### config.mk
export PLATFORM = sky130hd
export DESIGN_NAME = program_loader
export DESIGN_NICKNAME = d
export VERILOG_FILES = /design/src/rtl/program_loader.sv
export SDC_FILE = /design/constraint.sdc
export NUM_CORES = 1
export LEC_CHECK = 0
export ABC_AREA = 1
export CORE_MARGIN = 5
export CORE_UTILIZATION = 40
export CTS_BUF_LIST = sky130_fd_sc_hd__clkbuf_16
export CTS_CLUSTER_DIAMETER = 30
export CTS_CLUSTER_SIZE = 8
export DETAILED_ROUTE_END_ITERATION = 16
export PLACE_DENSITY_LB_ADDON = 0.12
export SYNTH_ARGS = -nofsm -noshare
export SYNTH_HDL_FRONTEND = slang
export SYNTH_SLANG_ARGS = --single-unit
### constraint.sdc
create_clock -name clock -period 9 [get_ports clock]
set_input_delay 0.9 -clock clock [delete_from_list [all_inputs] [get_ports clock]]
set_output_delay 0.9 -clock clock [all_outputs]
set_load 0.02 [all_outputs]
### src/rtl/program_loader.sv
`default_nettype none
// ============================================================================
// Module      : program_loader
// Description : Boot-time instruction loader. Packs a byte stream into 32-bit
//               big-endian words and writes them to instruction memory from
//               address 0. A trailing XOR checksum byte is verified before the
//               processor is released from reset.
// Revision    : 1.0 - initial release
// ============================================================================
module program_loader #(
    parameter int ADDR_WIDTH = 10,
    parameter int WORD_WIDTH = 32
) (
    input  logic                  clock,
    input  logic                  reset,
    input  logic                  start,
    input  logic [ADDR_WIDTH:0]   load_count,
    input  logic [7:0]            byte_in,
    input  logic                  byte_valid,
    output logic                  byte_ready,
    output logic                  imem_we,
    output logic [ADDR_WIDTH-1:0] imem_addr,
    output logic [WORD_WIDTH-1:0] imem_data,
    output logic                  cpu_reset,
    output logic                  busy,
    output logic                  done,
    output logic                  error
);

    // ------------------------------------------------------------------------
    // Constants
    // ------------------------------------------------------------------------
    localparam logic [2:0] c_st_idle  = 3'd0;
    localparam logic [2:0] c_st_load  = 3'd1;
    localparam logic [2:0] c_st_check = 3'd2;
    localparam logic [2:0] c_st_done  = 3'd3;
    localparam logic [2:0] c_st_error = 3'd4;

    // Largest legal load: the full memory depth.
    localparam logic [ADDR_WIDTH:0] c_max_words = {1'b1, {ADDR_WIDTH{1'b0}}};

    // Width of the partial word held while the first three bytes arrive.
    localparam int c_asm_width = WORD_WIDTH - 8;

    // ------------------------------------------------------------------------
    // Registers
    // ------------------------------------------------------------------------
    logic [2:0]             r_state;
    logic [ADDR_WIDTH:0]    r_word_cnt;
    logic [ADDR_WIDTH:0]    r_load_cnt;
    logic [1:0]             r_byte_cnt;
    logic [c_asm_width-1:0] r_asm;
    logic [7:0]             r_xor;

    // ------------------------------------------------------------------------
    // Combinational decode
    // ------------------------------------------------------------------------
    logic                w_accept;
    logic                w_start_take;
    logic                w_oversize;
    logic                w_zero_len;
    logic                w_in_load;
    logic                w_in_check;
    logic                w_word_write;
    logic                w_last_word;
    logic                w_sum_ok;
    logic [ADDR_WIDTH:0] w_word_cnt_next;

    assign w_accept        = byte_valid & byte_ready;
    assign w_start_take    = start & ((r_state == c_st_idle) |
                                      (r_state == c_st_done) |
                                      (r_state == c_st_error));
    assign w_oversize      = (load_count > c_max_words);
    assign w_zero_len      = (load_count == '0);
    assign w_in_load       = (r_state == c_st_load);
    assign w_in_check      = (r_state == c_st_check);
    // Fourth byte of a word accepted in LOAD completes that word.
    assign w_word_write    = w_in_load & w_accept & (r_byte_cnt == 2'd3);
    assign w_word_cnt_next = r_word_cnt + 1'b1;
    assign w_last_word     = (w_word_cnt_next == r_load_cnt);
    assign w_sum_ok        = (byte_in == r_xor);

    // Sequencing state plus the status outputs that follow it.
    always_ff @(posedge clock or posedge reset) begin
        if (reset) begin
            r_state    <= c_st_idle;
            byte_ready <= 1'b0;
            cpu_reset  <= 1'b1;
            busy       <= 1'b0;
            done       <= 1'b0;
            error      <= 1'b0;
        end else begin
            case (r_state)
                c_st_idle, c_st_done, c_st_error: begin
                    if (start) begin
                        cpu_reset <= 1'b1;
                        done      <= 1'b0;
                        error     <= 1'b0;
                        if (w_oversize) begin
                            r_state    <= c_st_error;
                            error      <= 1'b1;
                            busy       <= 1'b0;
                            byte_ready <= 1'b0;
                        end else if (w_zero_len) begin
                            r_state    <= c_st_check;
                            busy       <= 1'b1;
                            byte_ready <= 1'b1;
                        end else begin
                            r_state    <= c_st_load;
                            busy       <= 1'b1;
                            byte_ready <= 1'b1;
                        end
                    end
                end
                c_st_load: begin
                    // Stay ready straight into CHECK so the checksum needs no bubble.
                    if (w_word_write && w_last_word) begin
                        r_state <= c_st_check;
                    end
                end
                c_st_check: begin
                    if (w_accept) begin
                        busy       <= 1'b0;
                        byte_ready <= 1'b0;
                        if (w_sum_ok) begin
                            r_state   <= c_st_done;
                            done      <= 1'b1;
                            cpu_reset <= 1'b0;
                        end else begin
                            r_state <= c_st_error;
                            error   <= 1'b1;
                        end
                    end
                end
                default: begin
                    r_state    <= c_st_idle;
                    byte_ready <= 1'b0;
                    cpu_reset  <= 1'b1;
                    busy       <= 1'b0;
                    done       <= 1'b0;
                    error      <= 1'b0;
                end
            endcase
        end
    end

    // Byte/word counters, big-endian word assembly and running checksum.
    always_ff @(posedge clock or posedge reset) begin
        if (reset) begin
            r_word_cnt <= '0;
            r_load_cnt <= '0;
            r_byte_cnt <= '0;
            r_asm      <= '0;
            r_xor      <= '0;
        end else if (w_start_take) begin
            r_word_cnt <= '0;
            r_load_cnt <= load_count;
            r_byte_cnt <= '0;
            r_asm      <= '0;
            r_xor      <= '0;
        end else if (w_in_load && w_accept) begin
            r_xor <= r_xor ^ byte_in;
            // Shifting keeps the oldest byte in the top lane; after a full
            // word the next three bytes push the stale ones out.
            r_asm <= {r_asm[c_asm_width-9:0], byte_in};
            if (r_byte_cnt == 2'd3) begin
                r_byte_cnt <= '0;
                r_word_cnt <= w_word_cnt_next;
            end else begin
                r_byte_cnt <= r_byte_cnt + 2'd1;
            end
        end
    end

    // One-cycle memory write strobe with the completed word.
    always_ff @(posedge clock or posedge reset) begin
        if (reset) begin
            imem_we   <= 1'b0;
            imem_data <= '0;
        end else begin
            imem_we <= w_word_write;
            if (w_word_write) begin
                imem_data <= {r_asm, byte_in};
            end
        end
    end

    // Write address advances once the strobe has been presented; a new load
    // rewinds to 0. Wrapping after the last word of a full load is benign.
    always_ff @(posedge clock or posedge reset) begin
        if (reset) begin
            imem_addr <= '0;
        end else if (w_start_take) begin
            imem_addr <= '0;
        end else if (imem_we) begin
            imem_addr <= imem_addr + 1'b1;
        end
    end

endmodule
`default_nettype wire

-- Word-level counts from Yosys, hierarchy flattened
Index checks and enable logic that the tools add are counted.
W data, S select, Z words.
- input port bits: 23
- logic and storage cells: 86
- flip-flop bits (word level): 106
- output and inout port bits: 48
- reduce and logical (&&, ||, !) cells: 13
- equal/unequal tests: 12
- muxes and demuxes: 36
- $lt $le $gt $ge: 1
- $add $sub $neg: 3
- bitwise logic cells: 8
- operators by type and width (operator ; count):
    $mux W24 ; 2
    $mux W11 ; 3
    $mux W10 ; 2
    $mux W8 ; 2
    $mux W3 ; 5
    $mux W1 ; 13
    $pmux W1 S3 ; 4
    $add A11 B1 Y11 const B ; 1
    $eq A11 B11 Y1 ; 1
    $gt A11 B11 Y1 const B ; 1
    $logic_not A11 Y1 ; 1
    $add A10 B1 Y10 const B ; 1
    $pmux W3 S3 ; 1
    $eq A8 B8 Y1 ; 1
    $mux W2 ; 4
    $reduce_and A4 Y1 ; 2
    $xor A8 B8 Y8 ; 1
    $eq A3 B2 Y1 const B ; 2
    $ne A2 B2 Y1 const B ; 3
    $reduce_and A3 Y1 ; 2
    $reduce_bool A2 Y1 ; 3
    $and A1 B1 Y1 ; 4
    $ne A2 B1 Y1 const B ; 2
    $eq A3 B1 Y1 const B ; 1
    other kinds (9) ; 11

-- Depth between registers and ports, before layout
Gate-level depths: netlist of the first run.
- depth after elaboration: 6
- mapped depth: 14

-- Worst setup path before layout of the first run
No wires, ideal clock.
- path kind: in2reg
- start point: input port byte_valid
- end point: register r_word_cnt[10]
- library setup time: 137 ps
- buffers on the path: 2
- data arrival time: 1793 ps
- required time: 8863 ps
- stages on the path: 9
- setup slack: 7070 ps
- cells stage by stage: nand2_1 inv_1 nand3_4 nor2_8 inv_2 buf_2 nand2_1 buf_2 o22ai_1
- word-level cells in the longest chain between the ends: 4
- RTL lines (item ; line ; source):
    start, declared ; 19 ; input logic byte_valid,
    $and A1 B1 Y1 ; 69 ; assign w_accept = byte_valid & byte_ready;
    $logic_and A1 B1 Y1 ; 161 ; end else if (w_in_load && w_accept) begin
    $reduce_bool A2 Y1 (no line) ; - ;
    $reduce_and A2 Y1 (no line) ; - ;
    end signal, assigned ; 168 ; r_word_cnt <= w_word_cnt_next;
    end, declared ; 49 ; logic [ADDR_WIDTH:0] r_word_cnt;
No other way between the ends.
A chain may end at the register's enable or synchronous reset.

-- Worst setup path after layout of the first run
Ends and elaborated chain as after synthesis.

==> results_dict.tcl, run 1 <==
set metrics [dict create \
    fin_skew_ns 0.00929 \
    outcome "completed" \
    avgViaCountPerCell 4.95 \
    grt_setup_unrepaired "no" \
    setup.worst_path.start "byte_valid" \
    multi_input_area_um2 1690 \
    tritoncts "yes" \
    p_int_uw 822 \
    path_buf_inv 3 \
    drc 0 \
    period_minus_slack_ns 3.20 \
    core_area_um2 11500 \
    critPathLaunchType "input pin" \
    wl_mm 10.4 \
    peakVddDrop_mv 0.158 \
    maxSlewHeadroom_pct 32.3 \
    h-tree-depth 3 \
    clk_path_buf_depth 2 \
    clkPwrFrac_pct 30.1 \
    crit_path_end_kind "flop" \
    cts-root-buf "clkbuf_16" \
    rows 39 \
    numCtsBuffers 9 \
    hpwl_mm 7.21 \
    swShare_pct 32.5 \
    gp_congestion 0.853 \
    combPwrFrac_pct 22.7 \
    die_w_um 119 \
    ys_types 33 \
    cp_data_arrival_time_ns 3.44 \
    crit_required_ns 9.24 \
    vias 3721 \
    fin_ws_ns 5.80 \
    initial_core_util_pct 41.1 \
    fin_util_pct 50.5 \
    ant_nets 0 \
    critPathTopFamily "buffers and inverters" \
    routedWlPerCell_um 13.8 \
    cpPeakStageDelay_ns 0.74 \
    worst_pin_slew_ns 1.01 \
    grt_max_degree 75 \
    die_h_um 119 \
    ys_seq_area_share_pct 56.3 \
    fin_nets 629 \
    crit_fanout 74 \
    syn_area_um2 4720 \
    fin_crit_sh_pct 35.5 \
    reg2reg_slack_ns 6.32 \
    fmax_ghz 0.313 \
    fillers 1097 \
    drv_slew 0 \
    hold_violations 0 \
    post-cts-setup-buffer-count 0 \
    p_seq_share_pct 47.2 \
    drt_pass1_iterations 7 \
    synthCells 540 \
    synth_top_area_share_pct 55.7 \
    cts_hold_buf 0 \
    seq_area_um2 2650 \
    drive_gt1_share_pct 5.10 \
    io_buffers 70 \
    grt_pass1_wl_mm 17.7 \
    cts_resized 0 \
    leakage_nw 2.67 \
    drt_iter0_drc 185 \
    switchingPower_uw 396 \
    finalSetupViolations 0 \
    antenna_found_initial 0 \
    hold_class "reg2reg" \
    cap_violations 0 \
    path_clk_slew_ns 0.07 \
    synth_area_leaders "dfrtp_1 (56%), nand2_1 (11%), o21ai_0 (5.8%), inv_1 (5.6%), o22ai_1 (4.1%)" \
    criticalPathCategory "in2reg" \
    r2r_cells 6 \
    ys_ff_latch 106 \
    ios 71 \
    diodes 0 \
    finalSetupTns_ns 0 \
    worstHoldStart "error" \
    grtUsageTotal_pct 15.0 \
    die_area_um2 14100 \
    clk_latency_ns 0.34 \
    yosys_warnings 0 \
    path_cells "clkdlybuf4s50_1 > nand2_1 > inv_1 > nand3_4 > nor2_8 > inv_2 > nand2_1 > o22ai_1" \
    r2r_start "r_state[1]" \
    synthToLayoutAreaGrowth_pct 22.7 \
    grt_pass1_vias 3646 \
    dp_slack_ns 5.48 \
    yosys.area.top_type "dfrtp_1" \
    syn-num-nets 566 \
    grt.overflow.total 0 \
    r2r-end "r_word_cnt[10]" \
    powerDensity_nw_per_um2 210 \
    clock_sink_count 106 \
    holdPathStages 2 \
    syn_avg_cell_area_um2 8.74 \
    cp_common_cell "nand2_1" \
    crit_path_top_delay_cell "inv_2" \
    worstHoldEndpoint "error" \
]
==> per-stage QoR <==
stage	cell area (µm²)	hold slack [ns]	power [mW]	instances
final	5790	0.475	1.22	751
after global routing	5790	0.514	1.30	751
after CTS	5790	0.482	1.23	751
after detailed placement	5510	0.464	0.862	735
after global placement	5510	0.467	0.858	735
after floorplan	4720	0.462	0.783	540
==> power groups by stage <==
stage	Sequential (mW)	Clock (mW)	Combinational [mW]
3_3_place_gp	0.582	0	0.276
5_1_grt	0.583	0.397	0.318
6_report	0.574	0.366	0.276
2_1_floorplan	0.583	0	0.200
4_1_cts	0.575	0.378	0.280
3_5_place_dp	0.583	0	0.279
==> cell families (layout without fill, tap and decap cells) <==
group / Yosys count / count (layout) / share of synthesized area (%)
XOR/XNOR: 11 / 11 / 2.04
AO/OA/AOI/OAI: 98 / 98 / 11.5
flip-flops: 106 / 106 / 56.3
AND/OR/NAND/NOR: 229 / 229 / 21.5
buffers and inverters: 93 / 161 / 7.98
adder cells (fa/ha/maj): 3 / 3 / 0.796
==> state kept, by name (all words and copies together), names as in the netlist, 2 cells and up <==
| signal | flops |
|---|---|
| r_load_cnt | 11 |
| r_state | 3 |
| r_asm | 24 |
| r_xor | 8 |
| r_word_cnt | 11 |
| r_byte_cnt | 2 |
| imem_data | 32 |
| imem_addr | 10 |
==> worst max path at each step <==
stage	end	slack, ns	depth (start not counted)
finish	r_word_cnt[10]	5.80	8
global route	r_word_cnt[0]	5.53	8
CTS	r_word_cnt[10]	5.78	8
detailed placement	r_word_cnt[10]	5.48	8
global placement	r_word_cnt[10]	5.51	8
floorplan	busy	5.31	1
==> per-layer routing <==
layer | up-vias | part of all wire (%) | GRT usage [%]
li1 | 1874 | - | -
met1 | 1753 | 50 | 21.2
met2 | 77 | 45 | 23.3
met3 | 17 | 4.1 | 3.20
met4 | 0 | 1.3 | 4.39
met5 | - | 0 | 0
==> layout by cell type (no fill, tap or decap), drive strengths merged <==
master / count
and3: 1
nand2: 139
clkbuf: 9
nand3: 39
nor3b: 3
inv: 76
clkinv: 3
a31oi: 1
ha: 3
clkinvlp: 1
o21ai: 60
clkdlybuf4s50: 70
buf: 2
or3: 1
nor2: 33
a21oi: 5
nand4: 6
xnor2: 7
o21bai: 1
xor2: 4
dfrtp: 105
o22ai: 31
dfstp: 1
nor3: 4
nand3b: 3
==> layout make-up <==
cell class / instances / share of cell area, %
sequential: 106 / 45.8
multi-input combinational: 341 / 29.1
timing repair buffer: 72 / 12.4
inverter: 73 / 4.78
clock buffer: 9 / 3.89
tap: 143 / 3.09
clock inverter: 7 / 0.886
==> Yosys cell counts (all sizes together) <==
cell type    n
nand3       39
inv         73
ha           3
nor2        33
clkbuf      10
xnor2        7
a21oi        5
buf         10
dfstp        1
o22ai       31
nand2      139
nor3         4
a31oi        1
o21bai       1
or3          1
dfrtp      105
and3         1
nor3b        3
nand3b       3
o21ai       60
xor2         4
nand4        6
==> worst register-to-register path, delay by kind of cell, from the launching register on <==
kind / cells / cell delay, ns
AND/OR/NAND/NOR: 4 / 1.08
AO/OA/AOI/OAI: 1 / 0.31
flip-flops: 1 / 0.44
buffers and inverters: 1 / 0.74
Power figures use the tool's default switching activity.
==> run 2: changes to the inputs <==
clock period = 3 ns   (was 9 ns; I/O delays follow)
==> run 2 against run 1 <==
Against the previous run: critical path depth did not move; die area did not move; core utilization rose by 0.95 points; final cell count rose by 0.67%; sequential power rose to 3.0 times the previous value; clock power rose to 3.6 times the previous value; combinational power rose to 3.1 times the previous value; first-iteration DRC count fell by 3.2%; design area rose by 1.9%; sequential share of layout area fell by 0.85 points; via count rose by 0.54%; critical path type is now reg2reg; setup slack got worse by 4.9 ns.
==> results_dict.tcl, run 2 (synthesis results as in run 1) <==
set metrics [dict create \
    outcome "completed" \
    ios 71 \
    critPathTopFamily "simple AND/OR/NAND/NOR gates" \
    reg2reg_slack_ns 0.94 \
    grt.busiest_layer "met1" \
    cts_resized 0 \
    die_area_um2 14100 \
    grt_setup_unrepaired "no" \
    p_seq_share_pct 44.5 \
    die_h_um 119 \
    path_buf_inv 2 \
    cts_hold_buf 0 \
    use_met2_pct 22.8 \
    layout_common_cells "nand2_1 (137), dfrtp_1 (105), inv_1 (70), clkdlybuf4s50_1 (70), o21ai_0 (55)" \
    hold_class "in2async" \
    peakVddDrop_mv 0.374 \
    worst_pin_slew_ns 0.859 \
    routedWlPerCell_um 14.1 \
    crit_path_top_delay_cell "nand2_1" \
    powerDensity_nw_per_um2 658 \
    initial_core_util_pct 41.1 \
    cp_common_cell "nand2_1" \
    clkPwrFrac_pct 33.8 \
    ant_nets 0 \
    period_minus_slack_ns 2.06 \
    die_w_um 119 \
    diodes 0 \
    numPlacedInstances 740 \
    avgViaCountPerCell 4.95 \
    grtUsageTotal_pct 15.7 \
    r2r-end "r_asm[7]" \
    swShare_pct 31.6 \
    grt_pass1_vias 3631 \
    antenna_found_initial 0 \
    clk_path_buf_depth 2 \
    core_area_um2 11500 \
    layout_commonest_cell "nand2_1" \
    wl_mm 10.7 \
    reg_top3 "imem_data x32, r_asm x24" \
    r2r_cells 8 \
    drv_slew 0 \
    fin_nets 634 \
    cap_violations 0 \
    p_int_mw 2.66 \
    grt_use_met3_pct 3.68 \
    finalSetupViolations 0 \
    grt_pass1_wl_mm 18.1 \
    h-tree-depth 3 \
    gp_congestion 0.836 \
    use_met1_pct 23.1 \
    path_clk_slew_ns 0.07 \
    grt_max_degree 66 \
    vias 3741 \
    fmax_ghz 0.485 \
    hold_violations 0 \
    finalSetupTns_ns 0 \
    fin_skew_ns 0.00646 \
    post-cts-setup-buffer-count 0 \
    clock_sink_count 106 \
    leakage_nw 2.72 \
    tritoncts "yes" \
    crit_fanout 24 \
    power.total_mw 3.88 \
    fin_cells 756 \
    drt_pass1_iterations 4 \
    switchingPower_mw 1.23 \
    critPathLaunchType "flop" \
    cts-root-buf "clkbuf_16" \
    crit_path_end_kind "flop" \
    cp_data_arrival_time_ns 2.25 \
    numCtsBuffers 9 \
    rows 39 \
    cpPeakStageDelay_ns 0.64 \
    crit_required_ns 3.19 \
    largest_reg_flops 32 \
    clk_latency_ns 0.35 \
    fin_crit_sh_pct 68.7 \
    drive_gt1_share_pct 6.04 \
    drt_iter0_drc 179 \
    drc 0 \
    fillers 1095 \
    grt.overflow.total 0 \
    r2r_start "r_state[1]" \
    maxSlewHeadroom_pct 42.6 \
    largest_register "imem_data" \
    criticalPathCategory "reg2reg" \
    hpwl_mm 7.69 \
    synthToLayoutAreaGrowth_pct 25.0 \
    path_cells "inv_1 > nor2_1 > nand2_1 > o21ai_2 > nand2_1 > buf_4 > nand2_1 > o22ai_1" \
    combPwrFrac_pct 21.8 \
    io_buffers 70 \
]
## run 2: cell types whose count changed in the layout (fill, tap and decap cells not counted), sizes merged
cell / before / now
bufinv: 0 / 2
inv: 76 / 75
buf: 2 / 7
clkinvlp: 1 / 3
clkinv: 3 / 0
## run 2: through the flow
stage | worst slack, ns | hold WS (ns) | utilization [%] | area (µm²)
2_1_floorplan | 1.42 | 0.410 | - | 4720
3_3_place_gp | 0.989 | 0.467 | 48.5 | 5560
3_5_place_dp | 0.962 | 0.469 | 48.5 | 5560
4_1_cts | 0.943 | 0.395 | 51.4 | 5900
5_1_grt | 0.749 | 0.431 | 51.4 | 5900
6_report | 0.940 | 0.386 | 51.4 | 5900
## run 2: power groups by stage
stage | sequential, mW | clock [mW] | combinational (mW)
6_report | 1.73 | 1.31 | 0.845
5_1_grt | 1.75 | 1.42 | 0.965
4_1_cts | 1.73 | 1.35 | 0.858
3_5_place_dp | 1.75 | 0 | 0.855
3_3_place_gp | 1.75 | 0 | 0.850
2_1_floorplan | 1.75 | 0 | 0.601
## run 2: worst max-delay path by stage
stage / startpoint / end / cells after the start
4_1_cts: r_state[1] / r_asm[13] / 8
3_5_place_dp: r_state[1] / r_asm[13] / 8
6_report: r_state[1] / r_asm[7] / 8
3_3_place_gp: start / r_asm[22] / 5
5_1_grt: r_state[1] / r_asm[13] / 8
2_1_floorplan: imem_addr[0] / imem_addr[8] / 7
## run 2: layer usage
layer | routed length, µm | up-vias
met5 | 0 | -
li1 | - | 1886
met1 | 5420 | 1780
met4 | 124 | 0
met3 | 415 | 8
met2 | 4720 | 67
## run 2: final cells by class
class | instances | area [µm²] | share of cell area [%]
clock buffer | 9 | 225 | 3.82
timing repair buffer | 77 | 766 | 13.0
inverter | 73 | 278 | 4.71
multi-input combinational | 341 | 1690 | 28.6
clock inverter | 7 | 109 | 1.85
tap | 143 | 179 | 3.03
sequential | 106 | 2650 | 45.0
